==> config.mk <==
export PLATFORM = sky130hd
export DESIGN_NAME = router_pkt_tx_flat
export DESIGN_NICKNAME = d
export VERILOG_FILES = /design/src/rtl/router_pkt_tx_if.sv /design/src/rtl/router_pkt_tx.sv /design/src/flat_wrapper.sv
export SDC_FILE = /design/constraint.sdc
export NUM_CORES = 1
export LEC_CHECK = 0
export ABC_AREA = 1
export CAP_MARGIN = 0
export CORE_UTILIZATION = 65
export CTS_BUF_LIST = sky130_fd_sc_hd__clkbuf_8
export DETAILED_ROUTE_END_ITERATION = 10
export PLACE_DENSITY = 0.79
export SETUP_SLACK_MARGIN = 0.3
export SKIP_LAST_GASP = 1
export SYNTH_ARGS = -nofsm -noshare
export SYNTH_HDL_FRONTEND = slang
export SYNTH_SLANG_ARGS = --single-unit
==> constraint.sdc <==
create_clock -name clk -period 3.7 [get_ports clk]
set_clock_uncertainty 0.15 [all_clocks]
set_input_delay 0.74 -clock clk [delete_from_list [all_inputs] [get_ports clk]]
set_output_delay 0.74 -clock clk [all_outputs]
set_load 0.05 [all_outputs]
==> src/rtl/router_pkt_tx_if.sv <==
// Host-side and router-side signals of the packet transmitter.
// The slave modport is the transmitter; the master modport is the host and the router.
interface router_pkt_tx_if;
  logic       wr_en;
  logic [7:0] wr_data;
  logic       buf_full;
  logic [5:0] buf_count;
  logic       start;
  logic [1:0] dest;
  logic       tx_busy;
  logic       tx_done;
  logic       err;
  logic [7:0] data_in;
  logic       pkt_valid;
  logic       busy;

  modport master (
    output wr_en, wr_data, start, dest, busy,
    input  buf_full, buf_count, tx_busy, tx_done, err, data_in, pkt_valid
  );

  modport slave (
    input  wr_en, wr_data, start, dest, busy,
    output buf_full, buf_count, tx_busy, tx_done, err, data_in, pkt_valid
  );
endinterface

==> src/rtl/router_pkt_tx.sv <==
// Transmit engine for the 1x3 router input port: buffers host payload bytes, then
// serialises header, payload and parity, holding the current byte while busy is high.
module router_pkt_tx #(
  parameter int AW = 6,
  parameter int DW = 8
) (
  input  logic           clk,
  input  logic           reset,
  router_pkt_tx_if.slave bus
);
  typedef enum logic [1:0] {IDLE, HEADER, PAYLOAD, PARITY} state_t;

  state_t        state_q;
  logic [DW-1:0] mem_q [0:(1<<AW)-1];
  logic [AW-1:0] wr_ptr_q, rd_ptr_q, cnt_q, len_q, rem_q;
  logic [DW-1:0] data_q, par_q;
  logic          vld_q, tx_busy_q, tx_done_q, err_q;
  logic          start_ok_d, wr_ok_d, accept_d;
  logic [DW-1:0] rd_byte_d;

  // A write in the cycle of an accepted start would corrupt the latched length, so it is dropped.
  assign start_ok_d = (state_q == IDLE) && bus.start && (bus.dest != 2'd3) && (cnt_q != '0);
  assign wr_ok_d    = bus.wr_en && (state_q == IDLE) && (cnt_q != '1) && !start_ok_d;
  assign accept_d   = (state_q != IDLE) && !bus.busy;
  assign rd_byte_d  = mem_q[rd_ptr_q];

  always_ff @(posedge clk) begin
    if (wr_ok_d) begin
      mem_q[wr_ptr_q] <= bus.wr_data;
    end
  end

  always_ff @(posedge clk) begin
    if (reset) begin
      state_q   <= IDLE;
      wr_ptr_q  <= '0;
      rd_ptr_q  <= '0;
      cnt_q     <= '0;
      len_q     <= '0;
      rem_q     <= '0;
      data_q    <= '0;
      vld_q     <= 1'b0;
      tx_busy_q <= 1'b0;
      tx_done_q <= 1'b0;
      err_q     <= 1'b0;
    end else begin
      tx_done_q <= 1'b0;
      err_q     <= 1'b0;
      if (wr_ok_d) begin
        wr_ptr_q <= wr_ptr_q + AW'(1);
        cnt_q    <= cnt_q + AW'(1);
      end
      case (state_q)
        IDLE: begin
          if (bus.start) begin
            if (start_ok_d) begin
              state_q   <= HEADER;
              len_q     <= cnt_q;
              data_q    <= {cnt_q, bus.dest};
              par_q     <= {cnt_q, bus.dest};
              vld_q     <= 1'b1;
              tx_busy_q <= 1'b1;
            end else begin
              err_q <= 1'b1;
            end
          end
        end
        HEADER: begin
          if (accept_d) begin
            state_q  <= PAYLOAD;
            data_q   <= rd_byte_d;
            par_q    <= par_q ^ rd_byte_d;
            rd_ptr_q <= rd_ptr_q + AW'(1);
            rem_q    <= len_q - AW'(1);
          end
        end
        PAYLOAD: begin
          // rem_q counts bytes still to load after the one currently on the bus.
          if (accept_d) begin
            if (rem_q != '0) begin
              data_q   <= rd_byte_d;
              par_q    <= par_q ^ rd_byte_d;
              rd_ptr_q <= rd_ptr_q + AW'(1);
              rem_q    <= rem_q - AW'(1);
            end else begin
              state_q <= PARITY;
              data_q  <= par_q;
              vld_q   <= 1'b0;
            end
          end
        end
        PARITY: begin
          if (accept_d) begin
            state_q   <= IDLE;
            data_q    <= '0;
            tx_busy_q <= 1'b0;
            tx_done_q <= 1'b1;
            cnt_q     <= cnt_q - len_q;
          end
        end
        default: state_q <= IDLE;
      endcase
    end
  end

  assign bus.buf_full  = (cnt_q == '1);
  assign bus.buf_count = cnt_q;
  assign bus.tx_busy   = tx_busy_q;
  assign bus.tx_done   = tx_done_q;
  assign bus.err       = err_q;
  assign bus.data_in   = data_q;
  assign bus.pkt_valid = vld_q;
endmodule

==> src/flat_wrapper.sv <==
// flat-port wrapper written by rule: the top's interface ports become plain ports
module router_pkt_tx_flat 
#(
  parameter int AW = 6,
  parameter int DW = 8
)
  (clk, reset, bus_wr_en, bus_wr_data, bus_start, bus_dest, bus_busy, bus_buf_full, bus_buf_count, bus_tx_busy, bus_tx_done, bus_err, bus_data_in, bus_pkt_valid);
  router_pkt_tx_if bus_i ();
  input  logic clk;
  input  logic reset;
  input wire logic [$bits(bus_i.wr_en)-1:0] bus_wr_en;
  input wire logic [$bits(bus_i.wr_data)-1:0] bus_wr_data;
  input wire logic [$bits(bus_i.start)-1:0] bus_start;
  input wire logic [$bits(bus_i.dest)-1:0] bus_dest;
  input wire logic [$bits(bus_i.busy)-1:0] bus_busy;
  output wire logic [$bits(bus_i.buf_full)-1:0] bus_buf_full;
  output wire logic [$bits(bus_i.buf_count)-1:0] bus_buf_count;
  output wire logic [$bits(bus_i.tx_busy)-1:0] bus_tx_busy;
  output wire logic [$bits(bus_i.tx_done)-1:0] bus_tx_done;
  output wire logic [$bits(bus_i.err)-1:0] bus_err;
  output wire logic [$bits(bus_i.data_in)-1:0] bus_data_in;
  output wire logic [$bits(bus_i.pkt_valid)-1:0] bus_pkt_valid;
  assign bus_i.wr_en = bus_wr_en;
  assign bus_i.wr_data = bus_wr_data;
  assign bus_i.start = bus_start;
  assign bus_i.dest = bus_dest;
  assign bus_i.busy = bus_busy;
  assign bus_buf_full = bus_i.buf_full;
  assign bus_buf_count = bus_i.buf_count;
  assign bus_tx_busy = bus_i.tx_busy;
  assign bus_tx_done = bus_i.tx_done;
  assign bus_err = bus_i.err;
  assign bus_data_in = bus_i.data_in;
  assign bus_pkt_valid = bus_i.pkt_valid;
  router_pkt_tx #(.AW(AW), .DW(DW)) u_core (.clk(clk), .reset(reset), .bus(bus_i));
endmodule
Yosys cells after proc, flatten, opt, wreduce, memory -nomap -nowiden
Memory sizes are Yosys's and may differ from the RTL's. A register that Yosys moved wholly into a read port is not among the register bits. Index checks and enable logic that the tools add are counted.

Shifts and indexed selects: 0. $lt $le $gt $ge: 0. Divide/modulo/power cells: 0. Multiply operators: 0. Eq/ne operators: 13. Bitwise logic cells: 5. Add/subtract/negate cells: 6. Muxes and demuxes: 42. Reduce and logical (&&, ||, !) cells: 26.

Operators with widths (number): two-way mux 8 bit (9); two-way mux 6 bit (11); one-hot mux 8 bit (4 select lines) (1); one-hot mux 6 bit (2 select lines) (2); one-hot mux 8 bit (3 select lines) (1); adder 6 x 1 -> 6 bit, second input constant (3); two-way mux 2 bit (6); nonzero test 6 bit (2); subtractor 6 x 1 -> 6 bit, second input constant (2); inequality test 2 x 1 -> 1 bit, second input constant (5); AND reduction 5 bit (2); two-way mux 1 bit (9); one-hot mux 2 bit (4 select lines) (1); AND reduction 4 bit (2); nonzero test 2 bit (4); bitwise XOR 8 bit (1); logical AND 1 bit (7); AND reduction 7 bit (1); == test 6 bit, second input constant (1); inequality test 2 bit, second input constant (3); inequality test 6 bit, second input constant (1); AND reduction 6 bit (1); subtractor 6 bit (1); == test 2 bit, second input constant (2); other kinds (9) (14).

Word-level logic and storage cells: 105. Output and inout port bits: 19. Register bits: 52. RAM bits: 512. Input bits: 15. Latch bits: 0. Memories kept: 1. Memory bits (read-only): 0.

Memory list: u_core.mem_q (words 64, bits a word 8, rd ports 1, clocked after Yosys merged registers in 1, write ports 1, line router_pkt_tx.sv:14) `logic [DW-1:0] mem_q [0:(1<<AW)-1];`.

Depth between registers and ports, before layout
Depth after elaboration: 9. Mapped depth: 16.

Worst setup path after synthesis
OpenSTA, ideal clock, no wires.

Path type: flip-flop to flip-flop. From: register u_core.cnt_q[1] (netlist: u_core.bus.buf_count[1]). To: register u_core.par_q[0], enable pin. Buffers on the path: 1. Data required time: 3.131 ns. Setup time: 0.419 ns. Cell stages (with the launch flop): 7. Arrival time: 2.837 ns. Path slack: 0.294 ns. Cell sequence: dfxtp_1 -> inv_1 -> ha_1 -> nand4_1 -> nand2_1 -> buf_6 -> a2111oi_0.

Longest elaborated chain between the ends: 4.

Ends and longest elaborated chain: start, declared (line router_pkt_tx.sv:15) `logic [AW-1:0] wr_ptr_q, rd_ptr_q, cnt_q, len_q, rem_q;`; start signal, assigned (line router_pkt_tx.sv:51) `cnt_q <= cnt_q + AW'(1);`; start signal, assigned (line router_pkt_tx.sv:98) `cnt_q <= cnt_q - len_q;`; nonzero test 6 bit (line router_pkt_tx.sv:22) `assign start_ok_d = (state_q == IDLE) && bus.start && (bus.dest != 2'd3) && (cnt_q != '0);`; logical AND 1 bit (line router_pkt_tx.sv:22); inequality test 2 x 1 -> 1 bit (no source line); AND reduction 7 bit (no source line); end signal, assigned (line router_pkt_tx.sv:60) `par_q <= {cnt_q, bus.dest};`; end signal, assigned (line router_pkt_tx.sv:72) `par_q <= par_q ^ rd_byte_d;`; end signal, assigned (line router_pkt_tx.sv:82) `par_q <= par_q ^ rd_byte_d;`; end, declared (line router_pkt_tx.sv:16) `logic [DW-1:0] data_q, par_q;`.

Every way passes these cells. A chain may end at the register's enable or synchronous reset.

Worst setup path after layout
From: register u_core.cnt_q[1] (netlist: u_core.bus.buf_count[1]). To: output port bus_buf_full.

Longest elaborated chain between the ends: 1.

Ends and longest elaborated chain: == test 6 bit (line router_pkt_tx.sv:106) `assign bus.buf_full = (cnt_q == '1);`; end, declared (line flat_wrapper.sv:16) `output wire logic [$bits(bus_i.buf_full)-1:0] bus_buf_full;`.

Every way passes these cells.

==> flow_summary.ini <==
[outcome]
status = finished, final reports clean

[cts]
clk_latency_ns = 0.66
root_buffer = clkbuf_8
cts_resized = 1
clockBufferDepth = 3
cts_made_buffers = 88
cts_sinks = 570
htreeDepth = 3
holdBufCountCts = 0
tritoncts = built
postCtsSetupRepairBufs = 0
clkTransAtPathRegs_ns = 0.06

[critical_path]
worstSetupEndpointType = primary output
cp_slowest_cell = dlygate4sd2_1
critPathTopFamily = buffers and inverters
worstPathRequired_ns = 2.81
cp-start-kind = flop
max_stage_delay_ns = 0.58
worst-path-buf-inv = 1
critPathKind = flop to primary output
r2r_slack_ns = 0.50
cp_max_fo = 7
crit_chain = ha_1, nand3_1, nor3_1, dlygate4sd2_1
worstPathArrival_ns = 2.37

[global_route]
antenna_found_initial = 0
grt_pass1_vias = 16200
grt_max_degree = 211
grt_use_total = 0.318
grt_overflow = 0
grt_first_pass_wirelength_um = 90100

[layout]
fin_cells = 2742
final_util = 0.726
drive_gt1_frac = 0.0776
synthToLayoutAreaGrowth_pct = 9.00
nets = 2244
antenna_cells = 0
final_area_um2 = 26100

[sta]
period_needed_ns = 3.26
period_share = 0.880
setup_ws_ns = 0.442
setup_tns_ns = 0
tightest_slew_ns = 1.14
fin_hold_ws_ns = 0.327
fmax_ghz = 0.307
finalHoldViolCount = 0
slew_viol_final = 0
rsz0062_at_grt = yes
setup_violations = 0
relSlewSlack = 0.237

[synthesis]
ys_types = 41
synth_edf_count = 520
yosys_most_used_dff = edfxtp_1
synth_nets = 2212
ys_ff_latch = 570
synthCells = 2181
synthArstFlopShare = 0
synth_area_um2 = 23900
yosys_warnings = 0
syn_avg_cell_area_um2 = 11.0
yosysSeqAreaShare = 0.694

[die]
dieArea_um2 = 37600
std_cell_rows = 69
initial_core_util = 0.666
die_w_um = 194
core_region_area_um2 = 35900
die_h_um = 194
pin_count = 34

[route]
vias = 16700
drt_iter0_drc = 1975
routed_wl_um = 58900
vias_per_cell = 6.10
drc = 0
wl_per_cell_um = 21.5
first_pass_iters = 8
ant_nets = 0

[placement]
io_buffers = 33
pre_cts_ws_ns = 0.177
dpl.cell_count = 2584
dpl.hpwl_um = 34300
post_dp_cell_area_um2 = 24500
routabilityCongestion = 0.919

[pwr]
leakagePower_nw = 9.52
p_total_mw = 16.0
p_per_area_nw_per_um2 = 613
ir_worst_vdd_uv = 1030

[min_path]
worstHoldPathType = flop to flop

[run]
cap_violations = 0
## logic make-up (layout without fill, tap and decap cells)
| kind of cell | count (synthesis) | after routing | share of synthesized area |
|---|---|---|---|
| DFF | 570 | 570 | 0.694 |
| and+or+nand+nor | 1288 | 1288 | 0.229 |
| buffers and inverters | 186 | 286 | 0.0385 |
| AOI/OAI and AO/OA | 106 | 106 | 0.0240 |
| adders and majority gates | 16 | 16 | 0.00868 |
| xor gates and xnor gates | 15 | 15 | 0.00549 |
## layout make-up
class                           count  area (um^2)
Fill cell                        2490         9830
Tap cell                          461          577
Timing Repair Buffer               62          602
Inverter                           66          260
Multi-Input combinational cell   1425         6410
Sequential cell                   570        16600
Clock inverter                     64          318
Clock buffer                       94         1290
## layout by cell type (no fill, tap or decap), types with 15 or more instances in the layout
master and instances:
a21oi_1 45, buf_4 31, clkbuf_8 94, clkdlybuf4s50_1 24, clkinv_1 25, dfxtp_1 47
edfxtp_1 520, ha_1 15, inv_1 83, nand2_1 723, nand3_1 445, nor2_1 83
o21ai_0 42
## flip-flops by register name, summed over array words and instances, names as in the netlist, 2 cells and up, named ones only
name                  flops
u_core.mem_q            512
u_core.bus.data_in        8
u_core.par_q              8
u_core.bus.buf_count      6
u_core.len_q              6
u_core.rd_ptr_q           6
u_core.rem_q              6
u_core.wr_ptr_q           6
u_core.state_q            2
## report_power, final
part           switching (mW)  internal (mW)
Combinational            2.69           1.10
Clock                    2.36           2.48
Sequential              0.125           7.25
Total                    5.18           10.8
## cells in the mapped netlist (6+ instances only)
library cell  instances  area share
dfxtp_1              50       0.042
nand2_1             723        0.11
buf_4                29      0.0091
nand3_1             445       0.093
clkbuf_1             24      0.0038
buf_1                12      0.0019
o21ai_0              42      0.0088
o21ai_1               6      0.0013
inv_1                62      0.0097
xor2_1               13      0.0048
buf_6                 6      0.0028
a21oi_1              45      0.0094
nor2_1               87       0.014
ha_1                 15      0.0078
buf_2                49       0.010
edfxtp_1            520        0.65
nor3_1               12      0.0025
## worst paths after layout
kind | endpoint | cells past startpoint | start
max | bus_buf_full | 4 | u_core.bus.buf_count[1]
min | u_core.rem_q[4] | 2 | u_core.rem_q[4]
max reg2reg | u_core.mem_q[40][2] | 10 | u_core.state_q[0]
min reg2reg | u_core.rem_q[4] | 2 | u_core.rem_q[4]
## per-layer routing
layer  GRT usage  vias to the layer above  part of all wire
met5           0                        -                 0
met4       0.166                        0             0.046
met3      0.0572                      177              0.11
met2       0.489                     1058              0.46
met1       0.441                     7839              0.39
li1            -                     7643                 -
## worst reg2reg max path: cells and delay by family (launching register included)
kind,cells,cell delay [ns]
fa+ha+maj,1,0.21
flops,1,0.34
simple gates,5,1.18
buf+inv,4,0.94
Note: power is estimated with default switching activity, not from simulation.
